File: src/rtl/updown_counter_mod_if.sv
// updown_counter_mod_if
//   Control/status bundle for the modulo-N up/down counter.
//   master : drives en, dir, clr, load, load_val, sat_mode; observes cnt_out, ovf, unf
//   slave  : the counter itself (consumes controls, produces count and event flags)
interface updown_counter_mod_if #(
  parameter int WIDTH = 4
) ();
  logic             en;
  logic             dir;
  logic             clr;
  logic             load;
  logic [WIDTH-1:0] load_val;
  logic             sat_mode;
  logic [WIDTH-1:0] cnt_out;
  logic             ovf;
  logic             unf;

  modport master (
    output en, dir, clr, load, load_val, sat_mode,
    input  cnt_out, ovf, unf
  );

  modport slave (
    input  en, dir, clr, load, load_val, sat_mode,
    output cnt_out, ovf, unf
  );
endinterface

File: src/rtl/updown_counter_mod.sv
// updown_counter_mod
//   Modulo-MODULUS up/down counter with enable, synchronous clear, clamped
//   parallel load, wrap/saturate mode and registered overflow/underflow pulses.
//   Ports:
//     clk   : rising-edge clock
//     reset : asynchronous active-low reset (count and flags cleared)
//     bus   : slave side of updown_counter_mod_if
//             in : en, dir (1=down), clr, load, load_val, sat_mode
//             out: cnt_out (registered), ovf, unf (one-cycle registered pulses)
//   Legal parameters: WIDTH >= 1, 2 <= MODULUS <= 2**WIDTH.
module updown_counter_mod #(
  parameter int WIDTH   = 4,
  parameter int MODULUS = 10
) (
  input  logic                  clk,
  input  logic                  reset,
  updown_counter_mod_if.slave   bus
);

  // Count arithmetic and compares run one bit wider so MODULUS == 2**WIDTH
  // and out-of-range load values compare correctly.
  localparam logic [WIDTH:0] MAX_V = (WIDTH+1)'(MODULUS - 1);

  typedef struct packed {
    logic [WIDTH-1:0] cnt;
    logic             ovf;
    logic             unf;
  } state_t;

  state_t state_q, state_d;

  logic [WIDTH:0] cnt_ext;
  logic [WIDTH:0] inc_w;
  logic [WIDTH:0] dec_w;
  logic [WIDTH:0] ld_ext;

  assign cnt_ext = {1'b0, state_q.cnt};
  assign inc_w   = cnt_ext + 1'b1;
  assign dec_w   = cnt_ext - 1'b1;
  assign ld_ext  = {1'b0, bus.load_val};

  always_comb begin
    state_d     = state_q;
    state_d.ovf = 1'b0;
    state_d.unf = 1'b0;
    if (bus.clr) begin
      state_d.cnt = '0;
    end else if (bus.load) begin
      // Out-of-range load values clamp to the top of the range.
      state_d.cnt = (ld_ext > MAX_V) ? MAX_V[WIDTH-1:0] : bus.load_val;
    end else if (bus.en) begin
      if (!bus.dir) begin
        if (cnt_ext == MAX_V) begin
          state_d.ovf = 1'b1;
          state_d.cnt = bus.sat_mode ? state_q.cnt : '0;
        end else begin
          state_d.cnt = inc_w[WIDTH-1:0];
        end
      end else begin
        if (cnt_ext == '0) begin
          state_d.unf = 1'b1;
          state_d.cnt = bus.sat_mode ? state_q.cnt : MAX_V[WIDTH-1:0];
        end else begin
          state_d.cnt = dec_w[WIDTH-1:0];
        end
      end
    end
  end

  always_ff @(posedge clk or negedge reset) begin
    if (!reset) state_q <= '0;
    else        state_q <= state_d;
  end

  assign bus.cnt_out = state_q.cnt;
  assign bus.ovf     = state_q.ovf;
  assign bus.unf     = state_q.unf;

endmodule

File: src/flat_wrapper.sv
// flat-port wrapper written by rule: the top's interface ports become plain ports
module updown_counter_mod_flat 
#(
  parameter int WIDTH   = 4,
  parameter int MODULUS = 10
)
  (clk, reset, bus_en, bus_dir, bus_clr, bus_load, bus_load_val, bus_sat_mode, bus_cnt_out, bus_ovf, bus_unf);
  updown_counter_mod_if #(.WIDTH(WIDTH)) bus_i ();
  input  logic clk;
  input  logic reset;
  input wire logic [$bits(bus_i.en)-1:0] bus_en;
  input wire logic [$bits(bus_i.dir)-1:0] bus_dir;
  input wire logic [$bits(bus_i.clr)-1:0] bus_clr;
  input wire logic [$bits(bus_i.load)-1:0] bus_load;
  input wire logic [$bits(bus_i.load_val)-1:0] bus_load_val;
  input wire logic [$bits(bus_i.sat_mode)-1:0] bus_sat_mode;
  output wire logic [$bits(bus_i.cnt_out)-1:0] bus_cnt_out;
  output wire logic [$bits(bus_i.ovf)-1:0] bus_ovf;
  output wire logic [$bits(bus_i.unf)-1:0] bus_unf;
  assign bus_i.en = bus_en;
  assign bus_i.dir = bus_dir;
  assign bus_i.clr = bus_clr;
  assign bus_i.load = bus_load;
  assign bus_i.load_val = bus_load_val;
  assign bus_i.sat_mode = bus_sat_mode;
  assign bus_cnt_out = bus_i.cnt_out;
  assign bus_ovf = bus_i.ovf;
  assign bus_unf = bus_i.unf;
  updown_counter_mod #(.WIDTH(WIDTH), .MODULUS(MODULUS)) u_core (.clk(clk), .reset(reset), .bus(bus_i));
endmodule
File: config.mk
export PLATFORM = sky130hd
export DESIGN_NAME = updown_counter_mod_flat
export DESIGN_NICKNAME = d
export VERILOG_FILES = /design/src/rtl/updown_counter_mod_if.sv /design/src/rtl/updown_counter_mod.sv /design/src/flat_wrapper.sv
export SDC_FILE = /design/constraint.sdc
export NUM_CORES = 1
export LEC_CHECK = 0
export BUFFER_PORTS_ARGS = -buffer_cell sky130_fd_sc_hd__buf_2
export CAP_MARGIN = 5
export CORE_AREA = 4 4 41 43
export CTS_BUF_LIST = sky130_fd_sc_hd__clkbuf_16
export DETAILED_ROUTE_END_ITERATION = 6
export DIE_AREA = 0 0 45 47
export GPL_TIMING_DRIVEN = 1
export PLACE_DENSITY = 0.72
export SYNTH_ARGS = -nofsm -noshare
export SYNTH_HDL_FRONTEND = slang
export SYNTH_SLANG_ARGS = --single-unit
File: constraint.sdc
create_clock -name clk -period 3 [get_ports clk]
set_clock_uncertainty 0.05 [all_clocks]
set_input_delay 0.45 -clock clk [delete_from_list [all_inputs] [get_ports clk]]
set_output_delay 0.45 -clock clk [all_outputs]
set_load 0.02 [all_outputs]
==> impl_metrics.env <==
export IMPL_synthCells=72
export IMPL_grt_pass1_vias=573
export IMPL_drt_wl_total_um=1540
export IMPL_startpoint_type="flip-flop"
export IMPL_slew_violations=0
export IMPL_yosysUniqueCellTypes=39
export IMPL_drt_first_pass_iters=5
export IMPL_max_slew_margin_pct=73.4
export IMPL_post_cts_resized=0
export IMPL_vdd_drop_max_mv=0.184
export IMPL_fmax_ghz=0.506
export IMPL_ctsRootBufferMaster="clkbuf_16"
export IMPL_cts_htree_levels=1
export IMPL_hold_slack_ns=0.401
export IMPL_initial_utilization_pct=47.3
export IMPL_rsz0062_at_grt="false"
export IMPL_max_stage_delay_ns=0.48
export IMPL_setup_violations=0
export IMPL_vias=625
export IMPL_wire_per_inst_um=14.9
export IMPL_grt_max_degree=13
export IMPL_highest_layer="met4"
export IMPL_numPortBuffers=16
export IMPL_cp_arrival_ns=2.02
export IMPL_hold_viol=0
export IMPL_synthesis_area_um2=616
export IMPL_m1WireLength_um=658
export IMPL_cts_sinks=6
export IMPL_grt_util_all_layers_pct=17.2
export IMPL_drt_iter0_drc=22
export IMPL_hpwl_um=1140
export IMPL_cap_violations=0
export IMPL_crit_type="flip-flop to flip-flop"
export IMPL_nFillCells=118
export IMPL_post_cts_buffers=0
export IMPL_ios=17
export IMPL_worstPathCellList="inv_1 > ha_1 > nand2b_4 > a2bb2o_4 > a2111oi_1 > nor4_1"
export IMPL_dieArea_um2=2120
export IMPL_period_share_pct=65.9
export IMPL_cts_tree="done"
export IMPL_cts_buffer_depth=2
export IMPL_end_kind="flip-flop"
export IMPL_dr_wl_met2_um=702
export IMPL_layout_drive_gt1_share_pct=31.8
export IMPL_setup_tns_ns=0
export IMPL_grt_pass1_wl_um=2480
export IMPL_worst_pin_slew_ns=0.398
export IMPL_path_clk_slew_ns=0.03
export IMPL_drcViolationCount=0
export IMPL_ant_nets=0
export IMPL_syn2layout_area_growth_pct=25.4
export IMPL_dpl_cell_area_um2=687
export IMPL_gp_congestion=0.915
export IMPL_nets=105
export IMPL_fin_area_um2=772
export IMPL_wl_met3_um=116
export IMPL_worstPathRequired_ns=3.04
export IMPL_viasPerCell=6.07
export IMPL_clk_latency_ns=0.23
export IMPL_status="finished, final reports clean"
export IMPL_crit_family="compound AO/OA/AOI/OAI gates"
export IMPL_cts_hold_buffers=1
export IMPL_yosysWarningCount=0
export IMPL_ys_seq_area_share_pct=24.4
export IMPL_p_per_area_nw_per_um2=518
export IMPL_crit_fanout=8
export IMPL_grt_overflow=0
export IMPL_cts_buffers=3
export IMPL_crit_path_top_delay_cell="dfrtp_1"
export IMPL_synth_fp_nets=87
export IMPL_fin_crit_ns=1.98
export IMPL_dieHeight_um=47
export IMPL_p_leak_nw=0.367
export IMPL_die_x_um=45
export IMPL_hold_path_class="input port to flip-flop"
export IMPL_num_rows=13
export IMPL_antenna_found_initial=0
export IMPL_synth_avg_cell_area_um2=8.55
export IMPL_core_um2=1300
export IMPL_ys_ff_latch=6
export IMPL_n_antenna_cell=0
export IMPL_timing_critical_path_buf_inv=1
==> layer usage <==
layer,track usage [%],up-vias
met5,0,-
met2,28.8,38
met4,15.2,0
met3,3.83,6
met1,18.1,282
li1,-,299
==> metrics by stage <==
step                      util (%)  std cells  setup slack (ns)  power, mW
after floorplan                  -         72              1.14      0.160
after global placement        52.8         99              1.07      0.184
after global routing          59.3        103             0.875      0.419
after CTS                     59.3        103              1.04      0.403
final                         59.3        103              1.02      0.400
after detailed placement      52.8         99              1.05      0.184
==> final cells by class <==
class	count	area [µm²]	area share, %
well taps	15	18.8	2.43
clock buffers	3	75.1	9.72
inverters	9	33.8	4.38
repair buffers	17	90.1	11.7
flip-flops and latches	6	150	19.4
multi-input cells	53	404	52.4
==> synth_stat cells <==
| cell | instances | area share [%] |
|---|---|---|
| a31oi_1 | 1 | 1.0 |
| a2bb2o_4 | 1 | 3.3 |
| nor3_1 | 2 | 1.6 |
| nand3_1 | 2 | 1.6 |
| a2111oi_1 | 1 | 1.6 |
| nor4_1 | 1 | 1.0 |
| inv_1 | 9 | 5.5 |
| nand2b_4 | 1 | 2.2 |
| and4b_2 | 1 | 1.8 |
| nor2_1 | 4 | 2.4 |
| a21o_1 | 2 | 2.4 |
| o21bai_1 | 1 | 1.2 |
| and4_2 | 1 | 1.6 |
| a221oi_1 | 1 | 1.4 |
| and2_2 | 1 | 1.2 |
| ha_1 | 4 | 8.1 |
| a221o_1 | 1 | 1.6 |
| a41oi_1 | 1 | 1.4 |
| nand4bb_1 | 1 | 1.8 |
| o32ai_1 | 1 | 1.4 |
| o221ai_1 | 1 | 1.4 |
| a311oi_1 | 1 | 1.4 |
| a221oi_2 | 1 | 2.4 |
| buf_6 | 1 | 1.8 |
| clkbuf_2 | 1 | 0.81 |
| clkbuf_1 | 1 | 0.61 |
| or2_2 | 1 | 1.0 |
| nor3b_1 | 2 | 2.4 |
| nand2_1 | 2 | 1.2 |
| nor2b_2 | 1 | 1.4 |
| nand2b_1 | 2 | 2.0 |
| and3_2 | 1 | 1.2 |
| buf_4 | 1 | 1.2 |
| nor2b_1 | 2 | 2.0 |
| a21oi_1 | 5 | 4.1 |
| a211oi_1 | 2 | 2.4 |
| o21ai_0 | 3 | 2.4 |
| dfrtp_1 | 6 | 24 |
| and3_1 | 1 | 1.0 |
==> final timing paths <==
check	endpoint	slack [ns]	cells past startpoint	startpoint
max	u_core.bus.cnt_out[0]$_DFFE_PN0P_	1.02	6	u_core.bus.cnt_out[0]$_DFFE_PN0P_
max reg2reg	u_core.bus.cnt_out[0]$_DFFE_PN0P_	1.02	6	u_core.bus.cnt_out[0]$_DFFE_PN0P_
min in group asynchronous	u_core.bus.cnt_out[3]$_DFFE_PN0P_	0.52	2	reset
max in group asynchronous	u_core.bus.cnt_out[2]$_DFFE_PN0P_	2.24	2	reset
min reg2reg	u_core.bus.cnt_out[2]$_DFFE_PN0P_	0.70	2	u_core.bus.cnt_out[2]$_DFFE_PN0P_
min	u_core.bus.cnt_out[1]$_DFFE_PN0P_	0.40	2	bus_clr
==> report_power, final <==
part           internal (mW)  switching, mW  leakage (nW)
combinational         0.0398         0.0484         0.249
clock                  0.171         0.0439        0.0370
sequential            0.0859         0.0112        0.0805
total                  0.297          0.103         0.367
==> layout by cell type, fill, tap and decap left out, types with 2 or more instances in the layout <==
master,n
inv_1,9
o21ai_0,3
nor2b_1,2
dfrtp_1,6
nand2_1,2
nand2b_1,2
buf_2,16
nor2_1,4
ha_1,4
nor3b_1,2
a21o_1,2
a211oi_1,2
nand3_1,2
a21oi_1,5
clkbuf_16,3
nor3_1,2
==> logic make-up after synthesis <==
family                     synth area share (%)
buffers and inverters                      9.96
adders and majority gates                  8.13
DFF                                        24.4
AOI/OAI and AO/OA                          29.7
and+or+nand+nor                            27.8
==> registers in the layout, summed over array words and instances (netlist names) <==
name                count
u_core.bus.unf          1
u_core.bus.cnt_out      4
u_core.bus.ovf          1
No activity file was read; power rests on OpenSTA's default activity.
